**src/rtl/mips_decode_pkg.sv**
```systemverilog
// mips_decode_pkg: shared definitions for the MIPS decode stage.
//   - Opcode values used by the decode and legality logic.
//   - Bit positions of each instruction field.
//   - decoded_instr_t: the bundle stored in the skid buffer.
//   - Helper functions for the ZeroExtend and legal-opcode decodes.
//   - skid_state_e: occupancy states of the 2-entry buffer.
// Optional feature macro: DECODE_ILLEGAL_TRAP_EN adds an illegal flag to the bundle.
package mips_decode_pkg;

  localparam int INSTR_W      = 32;
  localparam int DEFAULT_PC_W = 32;

  // Opcodes
  localparam logic [5:0] OP_RTYPE = 6'h00;
  localparam logic [5:0] OP_J     = 6'h02;
  localparam logic [5:0] OP_JAL   = 6'h03;
  localparam logic [5:0] OP_BEQ   = 6'h04;
  localparam logic [5:0] OP_BNE   = 6'h05;
  localparam logic [5:0] OP_ADDI  = 6'h08;
  localparam logic [5:0] OP_ADDIU = 6'h09;
  localparam logic [5:0] OP_SLTI  = 6'h0A;
  localparam logic [5:0] OP_SLTIU = 6'h0B;
  localparam logic [5:0] OP_ANDI  = 6'h0C;
  localparam logic [5:0] OP_ORI   = 6'h0D;
  localparam logic [5:0] OP_XORI  = 6'h0E;
  localparam logic [5:0] OP_LUI   = 6'h0F;
  localparam logic [5:0] OP_LW    = 6'h23;
  localparam logic [5:0] OP_SW    = 6'h2B;

  // Field bit positions
  localparam int OPCODE_MSB = 31;
  localparam int OPCODE_LSB = 26;
  localparam int RS_MSB     = 25;
  localparam int RS_LSB     = 21;
  localparam int RT_MSB     = 20;
  localparam int RT_LSB     = 16;
  localparam int RD_MSB     = 15;
  localparam int RD_LSB     = 11;
  localparam int SHAMT_MSB  = 10;
  localparam int SHAMT_LSB  = 6;
  localparam int FUNCT_MSB  = 5;
  localparam int FUNCT_LSB  = 0;
  localparam int IMM_MSB    = 15;
  localparam int IMM_LSB    = 0;
  localparam int JT_MSB     = 25;
  localparam int JT_LSB     = 0;

  typedef enum logic [1:0] {
    EMPTY = 2'd0,
    ONE   = 2'd1,
    TWO   = 2'd2
  } skid_state_e;

  typedef struct packed {
    logic [5:0]              opcode;
    logic [4:0]              rs;
    logic [4:0]              rt;
    logic [4:0]              rd;
    logic [4:0]              shamt;
    logic [5:0]              funct;
    logic [15:0]             imm;
    logic                    zeroExtend;
    logic [25:0]             jumpTarget;
    logic [DEFAULT_PC_W-1:0] pc;
`ifdef DECODE_ILLEGAL_TRAP_EN
    logic                    illegal;
`endif
  } decoded_instr_t;

  // Logical immediates are zero-extended; every other immediate is sign-extended.
  function automatic logic isZeroExtendOp(input logic [5:0] op);
    logic result;
    case (op)
      OP_ANDI, OP_ORI, OP_XORI: result = 1'b1;
      default:                  result = 1'b0;
    endcase
    return result;
  endfunction

  function automatic logic isLegalOpcode(input logic [5:0] op);
    logic result;
    case (op)
      OP_RTYPE, OP_J, OP_JAL, OP_BEQ, OP_BNE, OP_ADDI, OP_ADDIU, OP_SLTI,
      OP_SLTIU, OP_ANDI, OP_ORI, OP_XORI, OP_LUI, OP_LW, OP_SW: result = 1'b1;
      default:                                                result = 1'b0;
    endcase
    return result;
  endfunction

endpackage

```
**src/rtl/instr_decode_stage_if.sv**
```systemverilog
// instr_decode_stage_if: fetch-side and execute-side signals of the decode stage.
//   Fetch side  : Flush, InValid, InReady, Instr, PcIn.
//   Execute side: OutValid, OutReady, Opcode, Rs, Rt, Rd, Shamt, Funct, ImmIn,
//                 ZeroExtend, JumpTarget, PcOut (+ IllegalInstr).
//   slave  modport: the decode stage itself.
//   master modport: the environment (fetch + execute) around it.
// Optional feature macro: DECODE_ILLEGAL_TRAP_EN adds IllegalInstr.
interface instr_decode_stage_if
  import mips_decode_pkg::*;
#(
  parameter int PC_W = mips_decode_pkg::DEFAULT_PC_W
) ();

  logic               Flush;
  logic               InValid;
  logic               InReady;
  logic [INSTR_W-1:0] Instr;
  logic [PC_W-1:0]    PcIn;
  logic               OutValid;
  logic               OutReady;
  logic [5:0]         Opcode;
  logic [4:0]         Rs;
  logic [4:0]         Rt;
  logic [4:0]         Rd;
  logic [4:0]         Shamt;
  logic [5:0]         Funct;
  logic [15:0]        ImmIn;
  logic               ZeroExtend;
  logic [25:0]        JumpTarget;
  logic [PC_W-1:0]    PcOut;
`ifdef DECODE_ILLEGAL_TRAP_EN
  logic               IllegalInstr;
`endif

  modport slave (
    input  Flush, InValid, Instr, PcIn, OutReady,
    output InReady, OutValid, Opcode, Rs, Rt, Rd, Shamt, Funct, ImmIn,
           ZeroExtend, JumpTarget, PcOut
`ifdef DECODE_ILLEGAL_TRAP_EN
    , output IllegalInstr
`endif
  );

  modport master (
    output Flush, InValid, Instr, PcIn, OutReady,
    input  InReady, OutValid, Opcode, Rs, Rt, Rd, Shamt, Funct, ImmIn,
           ZeroExtend, JumpTarget, PcOut
`ifdef DECODE_ILLEGAL_TRAP_EN
    , input IllegalInstr
`endif
  );

endinterface

```
**src/rtl/decode_skid_buffer.sv**
```systemverilog
// decode_skid_buffer: generic 2-entry valid/ready buffer (main + skid).
//   clk, rst_n         : clock, asynchronous active-low reset
//   flush              : empties both entries, priority over accept/emit
//   inValid/inReady    : upstream handshake (inReady registered = skid empty)
//   inData             : W-bit payload
//   outValid/outReady  : downstream handshake, outData driven from main entry
// Full throughput: the skid entry absorbs the one beat already accepted when
// downstream stalls, so inReady never depends combinationally on outReady.
module decode_skid_buffer
  import mips_decode_pkg::*;
#(
  parameter int W = 8
) (
  input  logic         clk,
  input  logic         rst_n,
  input  logic         flush,
  input  logic         inValid,
  output logic         inReady,
  input  logic [W-1:0] inData,
  output logic         outValid,
  input  logic         outReady,
  output logic [W-1:0] outData
);

  skid_state_e  state_r;
  skid_state_e  nextState_s;
  logic [W-1:0] mainData_r;
  logic [W-1:0] skidData_r;
  logic         inReady_r;
  logic         outValid_r;
  logic         accept_s;
  logic         emit_s;
  logic         loadMain_s;
  logic         loadSkid_s;
  logic         moveSkid_s;

  assign accept_s = inValid & inReady_r;
  assign emit_s   = outValid_r & outReady;

  // Next occupancy state and entry load controls
  always_comb begin
    nextState_s = state_r;
    loadMain_s  = 1'b0;
    loadSkid_s  = 1'b0;
    moveSkid_s  = 1'b0;
    if (flush) begin
      nextState_s = EMPTY;
    end else begin
      case (state_r)
        EMPTY: begin
          if (accept_s) begin
            nextState_s = ONE;
            loadMain_s  = 1'b1;
          end else begin
            nextState_s = EMPTY;
          end
        end
        ONE: begin
          if (accept_s && emit_s) begin
            nextState_s = ONE;
            loadMain_s  = 1'b1;
          end else if (accept_s) begin
            nextState_s = TWO;
            loadSkid_s  = 1'b1;
          end else if (emit_s) begin
            nextState_s = EMPTY;
          end else begin
            nextState_s = ONE;
          end
        end
        TWO: begin
          // inReady is low here, so only an emit can change occupancy.
          if (emit_s) begin
            nextState_s = ONE;
            moveSkid_s  = 1'b1;
          end else begin
            nextState_s = TWO;
          end
        end
        default: begin
          nextState_s = EMPTY;
        end
      endcase
    end
  end

  // Occupancy state and the registered handshake flags derived from it
  always_ff @(posedge clk or negedge rst_n) begin
    if (!rst_n) begin
      state_r    <= EMPTY;
      inReady_r  <= 1'b0;
      outValid_r <= 1'b0;
    end else begin
      state_r    <= nextState_s;
      inReady_r  <= (nextState_s != TWO);
      outValid_r <= (nextState_s != EMPTY);
    end
  end

  // Payload storage; entries keep stale data when emptied
  always_ff @(posedge clk or negedge rst_n) begin
    if (!rst_n) begin
      mainData_r <= '0;
      skidData_r <= '0;
    end else begin
      if (loadMain_s) begin
        mainData_r <= inData;
      end else if (moveSkid_s) begin
        mainData_r <= skidData_r;
      end
      if (loadSkid_s) begin
        skidData_r <= inData;
      end
    end
  end

  assign inReady  = inReady_r;
  assign outValid = outValid_r;
  assign outData  = mainData_r;

endmodule

```
**src/rtl/instr_decode_stage.sv**
```systemverilog
// instr_decode_stage: MIPS decode stage feeding the immediate extender.
//   clk   : stage clock
//   rst_n : asynchronous active-low reset
//   bus   : instr_decode_stage_if.slave (fetch handshake, Flush, decoded
//           fields, ImmIn/ZeroExtend, PcOut, execute handshake)
// Fields are sliced on the input side, stored as a decoded_instr_t bundle in
// a 2-entry skid buffer, and driven straight from the buffer's main entry.
// Optional feature macro: DECODE_ILLEGAL_TRAP_EN adds IllegalInstr.
module instr_decode_stage
  import mips_decode_pkg::*;
#(
  parameter int PC_W = DEFAULT_PC_W
) (
  input  logic               clk,
  input  logic               rst_n,
  instr_decode_stage_if.slave bus
);

  decoded_instr_t inBundle_s;
  decoded_instr_t outBundle_s;

  // Field decode of the offered instruction
  always_comb begin
    inBundle_s            = '0;
    inBundle_s.opcode     = bus.Instr[OPCODE_MSB:OPCODE_LSB];
    inBundle_s.rs         = bus.Instr[RS_MSB:RS_LSB];
    inBundle_s.rt         = bus.Instr[RT_MSB:RT_LSB];
    inBundle_s.rd         = bus.Instr[RD_MSB:RD_LSB];
    inBundle_s.shamt      = bus.Instr[SHAMT_MSB:SHAMT_LSB];
    inBundle_s.funct      = bus.Instr[FUNCT_MSB:FUNCT_LSB];
    inBundle_s.imm        = bus.Instr[IMM_MSB:IMM_LSB];
    inBundle_s.zeroExtend = isZeroExtendOp(bus.Instr[OPCODE_MSB:OPCODE_LSB]);
    inBundle_s.jumpTarget = bus.Instr[JT_MSB:JT_LSB];
    inBundle_s.pc         = DEFAULT_PC_W'(bus.PcIn);
`ifdef DECODE_ILLEGAL_TRAP_EN
    inBundle_s.illegal    = ~isLegalOpcode(bus.Instr[OPCODE_MSB:OPCODE_LSB]);
`endif
  end

  decode_skid_buffer #(
    .W($bits(decoded_instr_t))
  ) uSkid (
    .clk      (clk),
    .rst_n    (rst_n),
    .flush    (bus.Flush),
    .inValid  (bus.InValid),
    .inReady  (bus.InReady),
    .inData   (inBundle_s),
    .outValid (bus.OutValid),
    .outReady (bus.OutReady),
    .outData  (outBundle_s)
  );

  assign bus.Opcode     = outBundle_s.opcode;
  assign bus.Rs         = outBundle_s.rs;
  assign bus.Rt         = outBundle_s.rt;
  assign bus.Rd         = outBundle_s.rd;
  assign bus.Shamt      = outBundle_s.shamt;
  assign bus.Funct      = outBundle_s.funct;
  assign bus.ImmIn      = outBundle_s.imm;
  assign bus.ZeroExtend = outBundle_s.zeroExtend;
  assign bus.JumpTarget = outBundle_s.jumpTarget;
  assign bus.PcOut      = PC_W'(outBundle_s.pc);
`ifdef DECODE_ILLEGAL_TRAP_EN
  assign bus.IllegalInstr = outBundle_s.illegal;
`endif

endmodule

```
**src/flat_wrapper.sv**
```systemverilog
// flat-port wrapper written by rule: the top's interface ports become plain ports
module instr_decode_stage_flat import mips_decode_pkg::*;
#(
  parameter int PC_W = DEFAULT_PC_W
)
  (clk, rst_n, bus_Flush, bus_InValid, bus_Instr, bus_PcIn, bus_OutReady, bus_InReady, bus_OutValid, bus_Opcode, bus_Rs, bus_Rt, bus_Rd, bus_Shamt, bus_Funct, bus_ImmIn, bus_ZeroExtend, bus_JumpTarget, bus_PcOut);
  instr_decode_stage_if #(.PC_W(PC_W)) bus_i ();
  input  logic clk;
  input  logic rst_n;
  input wire logic [$bits(bus_i.Flush)-1:0] bus_Flush;
  input wire logic [$bits(bus_i.InValid)-1:0] bus_InValid;
  input wire logic [$bits(bus_i.Instr)-1:0] bus_Instr;
  input wire logic [$bits(bus_i.PcIn)-1:0] bus_PcIn;
  input wire logic [$bits(bus_i.OutReady)-1:0] bus_OutReady;
  output wire logic [$bits(bus_i.InReady)-1:0] bus_InReady;
  output wire logic [$bits(bus_i.OutValid)-1:0] bus_OutValid;
  output wire logic [$bits(bus_i.Opcode)-1:0] bus_Opcode;
  output wire logic [$bits(bus_i.Rs)-1:0] bus_Rs;
  output wire logic [$bits(bus_i.Rt)-1:0] bus_Rt;
  output wire logic [$bits(bus_i.Rd)-1:0] bus_Rd;
  output wire logic [$bits(bus_i.Shamt)-1:0] bus_Shamt;
  output wire logic [$bits(bus_i.Funct)-1:0] bus_Funct;
  output wire logic [$bits(bus_i.ImmIn)-1:0] bus_ImmIn;
  output wire logic [$bits(bus_i.ZeroExtend)-1:0] bus_ZeroExtend;
  output wire logic [$bits(bus_i.JumpTarget)-1:0] bus_JumpTarget;
  output wire logic [$bits(bus_i.PcOut)-1:0] bus_PcOut;
  assign bus_i.Flush = bus_Flush;
  assign bus_i.InValid = bus_InValid;
  assign bus_i.Instr = bus_Instr;
  assign bus_i.PcIn = bus_PcIn;
  assign bus_i.OutReady = bus_OutReady;
  assign bus_InReady = bus_i.InReady;
  assign bus_OutValid = bus_i.OutValid;
  assign bus_Opcode = bus_i.Opcode;
  assign bus_Rs = bus_i.Rs;
  assign bus_Rt = bus_i.Rt;
  assign bus_Rd = bus_i.Rd;
  assign bus_Shamt = bus_i.Shamt;
  assign bus_Funct = bus_i.Funct;
  assign bus_ImmIn = bus_i.ImmIn;
  assign bus_ZeroExtend = bus_i.ZeroExtend;
  assign bus_JumpTarget = bus_i.JumpTarget;
  assign bus_PcOut = bus_i.PcOut;
  instr_decode_stage #(.PC_W(PC_W)) u_core (.clk(clk), .rst_n(rst_n), .bus(bus_i));
endmodule
```
**config.mk**
```make
export PLATFORM = sky130hd
export DESIGN_NAME = instr_decode_stage_flat
export DESIGN_NICKNAME = d
export VERILOG_FILES = /design/src/rtl/mips_decode_pkg.sv /design/src/rtl/instr_decode_stage_if.sv /design/src/rtl/decode_skid_buffer.sv /design/src/rtl/instr_decode_stage.sv /design/src/flat_wrapper.sv
export SDC_FILE = /design/constraint.sdc
export NUM_CORES = 1
export LEC_CHECK = 0
export ABC_AREA = 1
export CAP_MARGIN = 20
export CORE_AREA = 2 2 122 112
export DETAILED_ROUTE_END_ITERATION = 12
export DIE_AREA = 0 0 124 114
export PLACE_DENSITY = 0.95
export SYNTH_ARGS = -nofsm -noshare
export SYNTH_HDL_FRONTEND = slang
export SYNTH_SLANG_ARGS = --single-unit
```
**constraint.sdc**
```tcl
create_clock -name clk -period 2.6 [get_ports clk]
set_input_delay 0.26 -clock clk [delete_from_list [all_inputs] [get_ports clk]]
set_output_delay 0.26 -clock clk [all_outputs]
set_load 0.1 [all_outputs]
```
======== Yosys cells after proc, flatten, opt, wreduce, memory -nomap -nowiden ========
Index checks and enable logic that the tools add are counted.
Widths: inputs -> output; s select.
operators by class
  add/sub/neg operators ................... 0
  $mul .................................... 0
  divide/modulo/power cells ............... 0
  order comparisons ....................... 0
  equality and inequality tests ........... 6
  shift-type cells ........................ 0
  multiplexer cells ....................... 20
  bitwise logic cells ..................... 2
  reduce and logical (&&, ||, !) cells .... 5
operator list
  cell                number
  $mux 107            2
  $eq 6x4->1 const B  3
  $mux 1              12
  $mux 2              4
  $pmux 2 s3          1
  $reduce_bool 2->1   2
  $reduce_or 3->1     1
  $and 1x1->1         2
  $eq 2x1->1 const B  1
  $eq 2x2->1 const B  1
  $logic_not 2->1     1
  $ne 2x2->1 const B  1
  $pmux 1 s2          1
  $logic_and 1x1->1   1
word-level totals
  register bits ........................... 218
  bits in latches ......................... 0
  RAM bits ................................ 0
  ROM bits ................................ 0
  bits of input ports ..................... 69
  output and inout bits ................... 109
  logic and storage cells ................. 38
  memories ................................ 0

======== Depth between registers and ports, before layout ========
  depth in word-level cells ............... 7
  depth in mapped cells ................... 11

======== Cells and area by module ========
A second synthesis with hierarchy kept.
unflattened totals
  cells, all modules ...................... 1320
  area, all modules ....................... 10277.4 um^2
by module, submodules not included
  module              instances  cells an instance  area each (um^2)  sequential area each (um^2)
  decode_skid_buffer  1          1313               10248.6           5455.2
  instr_decode_stage  1          7                  28.8              0.0

======== Worst setup path after synthesis ========
No wires, ideal clock.
  kind .................................... flip-flop to flip-flop
  from .................................... register u_core.uSkid.outValid_r (netlist: u_core.uSkid.outValid)
  to ...................................... register u_core.uSkid.mainData_r[75] (netlist: u_core.uSkid.outData[75])
  setup time .............................. 0.121 ns
  data arrival time ....................... 2.022 ns
  slack ................................... 0.457 ns
  stages on the path, launching flop included .. 11
  path buffers ............................ 2
  period minus slack after synthesis ...... 2.143 ns
  cells stage by stage .................... dfrtp_1 -> nand2_1 -> inv_1 -> ha_1 -> nand3_1 -> nand2_1 -> nand2_2 -> buf_6 -> buf_2 -> nand3_1 -> nand2_1
on the way
  word-level cells in the longest chain between the ends .. 6
  elaborated cells between the ends (all ways) .. 10
  classes of those cells .................. mux (7); bitwise (1); reduce/logical (2)
RTL lines
  element                                               line                       RTL
  start, declared                                       decode_skid_buffer.sv:30   logic outValid_r;
  start signal, assigned                                decode_skid_buffer.sv:96   outValid_r <= (nextState_s != EMPTY);
  $and 1x1->1 (*)                                       decode_skid_buffer.sv:38   assign emit_s = outValid_r & outReady;
  $logic_and 1x1->1                                     decode_skid_buffer.sv:59   if (accept_s && emit_s) begin
  $mux 1                                                decode_skid_buffer.sv:59
  $pmux 1 s2                                            decode_skid_buffer.sv:49   case (state_r)
  $mux 1                                                decode_skid_buffer.sv:46   if (flush) begin
  $mux 107 / $reduce_bool 2->1 (equally long branches)  n/a
  end signal, assigned                                  decode_skid_buffer.sv:107  mainData_r <= inData;
  end signal, assigned                                  decode_skid_buffer.sv:109  mainData_r <= skidData_r;
  end, declared                                         decode_skid_buffer.sv:27   logic [W-1:0] mainData_r;
Every way passes the cells marked *; elsewhere a longest branch is shown, timed or not.
A chain may end at the register's enable or synchronous reset.

======== Worst setup path in the final report ========
  from .................................... register u_core.uSkid.outValid_r (netlist: u_core.uSkid.outValid)
  to ...................................... register u_core.uSkid.mainData_r[12] (netlist: u_core.uSkid.outData[12])
The elaborated chain is that of the path after synthesis.

==> flow_metrics.tcl <==
set metrics [dict create \
    syn-num-nets 928 \
    firstDrtPassIters 7 \
    row_count 40 \
    cp-end-kind "flip-flop" \
    insertion_delay_ps 420 \
    cts-root-buf "clkbuf_16" \
    dpl.hpwl_um 10500 \
    finalSetupViolations 0 \
    layout.nets 1034 \
    fmax_ghz 0.486 \
    cts_resized 0 \
    period_share_pct 79.2 \
    ys_ff_latch 134 \
    max_cap_violations 0 \
    route.detailed.drc 0 \
    die_h_um 114 \
    pre_cts_ws_ps 376 \
    mostFrequentLayoutCell "nand2_1" \
    swShare_pct 52.6 \
    netlist_instances 857 \
    rsz0062_at_grt "false" \
    avgSynthCellArea_um2 7.80 \
    yosys_warnings 0 \
    num_vias 6002 \
    cp_data_arrival_time_ps 2360 \
    skew_ps 11.2 \
    start_util_pct 51.3 \
    wl_per_cell_um 14.5 \
    final_cell_mix "nand2_1, nand3_1, dfrtp_1" \
    cts_inserted_buffers 17 \
    via_per_inst 5.25 \
    die-area_um2 14100 \
    clock_sinks 134 \
    p_clk_share_pct 19.7 \
    wirelength_um 16600 \
    drive_gt1_share_pct 15.8 \
    p_per_area_nw_per_um2 1320 \
    antenna_found_initial 1 \
    cp_max_fo 68 \
    power_switching_mw 5.89 \
    peakVddDrop_mv 0.889 \
    drt_iter0_drc 433 \
    tightest_slew_ps 540 \
    grt_usage_pct 25.1 \
    seqPwrFrac_pct 29.3 \
    intPower_mw 5.30 \
    areaGrowthSynthToFinish_pct 27.0 \
    core_um2 13000 \
    fin_util_pct 65.2 \
    syn-cell-area_um2 6680 \
    finalHoldViolations 0 \
    relSlewSlack_pct 64.0 \
    hold_buffers 1 \
    hp-class "in2async" \
    synth_cell_types 18 \
    path_class "reg2reg" \
    cts_tree "yes" \
    gr-total-overflow 0 \
    htree_num_levels 4 \
    cts_max_path_buffers 2 \
    grt_start_max_net_pins 85 \
    die_x_um 124 \
    layout_min_cycle_time_ps 2060 \
    crit_required_ps 2900 \
    grt_first_pass_wirelength_um 27500 \
    ant_nets 0 \
    status "finished, final reports clean" \
    startpoint_type "flip-flop" \
    setup_ws_ps 541 \
    yosys.area.top_type "dfrtp_1" \
    leakagePower_nw 4.53 \
    combPwrFrac_pct 51.1 \
    slew_viol_final 0 \
    boundaryPins 178 \
    cts_setup_buffers 0 \
    clk_pin_slew_ps 50 \
    io_buffer_count 177 \
    ys_seq_area_share_pct 50.2 \
    finalSetupTns_ps 0 \
    grt_pass1_vias 5770 \
    place.gp.congestion 0.800 \
    synth_top_area_share_pct 50.2 \
    synth_area_leaders "dfrtp_1, nand2_1, nand3_1" \
]
[cells in the mapped netlist, drive strengths merged]
master,count
buf,89
clkbuf,16
dfrtp,134
ha,2
inv,72
nand2,275
nand3,197
nand4,2
nor2,5
o21ai,65
[final timing paths]
| kind | from | end | slack, ps | depth (start not counted) |
|---|---|---|---|---|
| worst max register to register | u_core.uSkid.outValid$_DFF_PN0_ | u_core.uSkid.outData[12]$_DFFE_PN0P_ | 540 | 10 |
| worst min-delay path | rst_n | u_core.uSkid.skidData_r[91]$_DFFE_PN0P_ | 400 | 2 |
| worst min register to register | u_core.uSkid.skidData_r[98]$_DFFE_PN0P_ | u_core.uSkid.skidData_r[98]$_DFFE_PN0P_ | 480 | 2 |
| min in group clk | bus_Instr[19] | u_core.uSkid.skidData_r[94]$_DFFE_PN0P_ | 420 | 3 |
| max in group asynchronous | rst_n | u_core.uSkid.inReady$_DFF_PN0_ | 1430 | 3 |
| worst max-delay path | u_core.uSkid.outValid$_DFF_PN0_ | u_core.uSkid.outData[12]$_DFFE_PN0P_ | 540 | 10 |
[sequential cells by signal, indices dropped and copies added, names as in the netlist]
| register | cells |
|---|---|
| u_core.uSkid.outData | 65 |
| u_core.uSkid.skidData_r | 65 |
| u_core.uSkid.state_r | 2 |
| u_core.uSkid.inReady | 1 |
| u_core.uSkid.outValid | 1 |
[area by class of cell]
cell class | count | area (µm²)
fill | 1068 | 4530
inverter | 72 | 273
clock inverter | 4 | 45.0
tap | 168 | 210
timing repair buffer | 192 | 1690
sequential | 134 | 3350
clock buffer | 27 | 493
multi-input combinational | 546 | 2420
antenna | 1 | 2.50
[logic make-up (layout without fill, tap and decap cells)]
family / count (synthesis) / count (layout) / share of synthesized area [%]
AO/OA/AOI/OAI: 65 / 65 / 4.87
adder cells (fa/ha/maj): 2 / 2 / 0.374
buffers and inverters: 177 / 295 / 13.8
flip-flops: 134 / 134 / 50.2
other: 0 / 1 / 0
AND/OR/NAND/NOR: 479 / 479 / 30.7
[power by group through the flow]
| stage | Clock, mW | Sequential [mW] | Combinational (mW) |
|---|---|---|---|
| floorplan | 0 | 5.41 | 2.58 |
| global placement | 0 | 3.25 | 5.65 |
| detailed placement | 0 | 3.29 | 5.73 |
| CTS | 2.24 | 3.27 | 5.75 |
| global route | 2.34 | 3.36 | 6.00 |
| finish | 2.20 | 3.27 | 5.71 |
[worst max-delay path: stages, from the launching register on]
cell and delay [ps]:
dfrtp_1 420, nand2_1 180, inv_1 80, ha_1 180, nand3_1 90, nand2_2 230
nand2_4 170, buf_12 270, nand2_1 130, nand2_1 100, nand2_1 60
[per-stage QoR]
stage	cells	power, mW	hold WS, ps	instance area (µm²)
2_1_floorplan	857	7.99	-35.6	6680
3_5_place_dp	1111	9.01	260	7940
6_report	1144	11.2	398	8490
5_1_grt	1144	11.7	440	8490
4_1_cts	1143	11.3	390	8480
3_3_place_gp	1111	8.90	260	7940
[per-layer routing]
| metal | global-route usage, % | share of wire (%) | vias up |
|---|---|---|---|
| li1 | - | - | 2902 |
| met1 | 31.0 | 40 | 2811 |
| met2 | 42.1 | 50 | 258 |
| met3 | 6.80 | 8.1 | 31 |
| met4 | 9.81 | 2.1 | 0 |
| met5 | 0 | 0 | - |
Power figures use the tool's default switching activity.
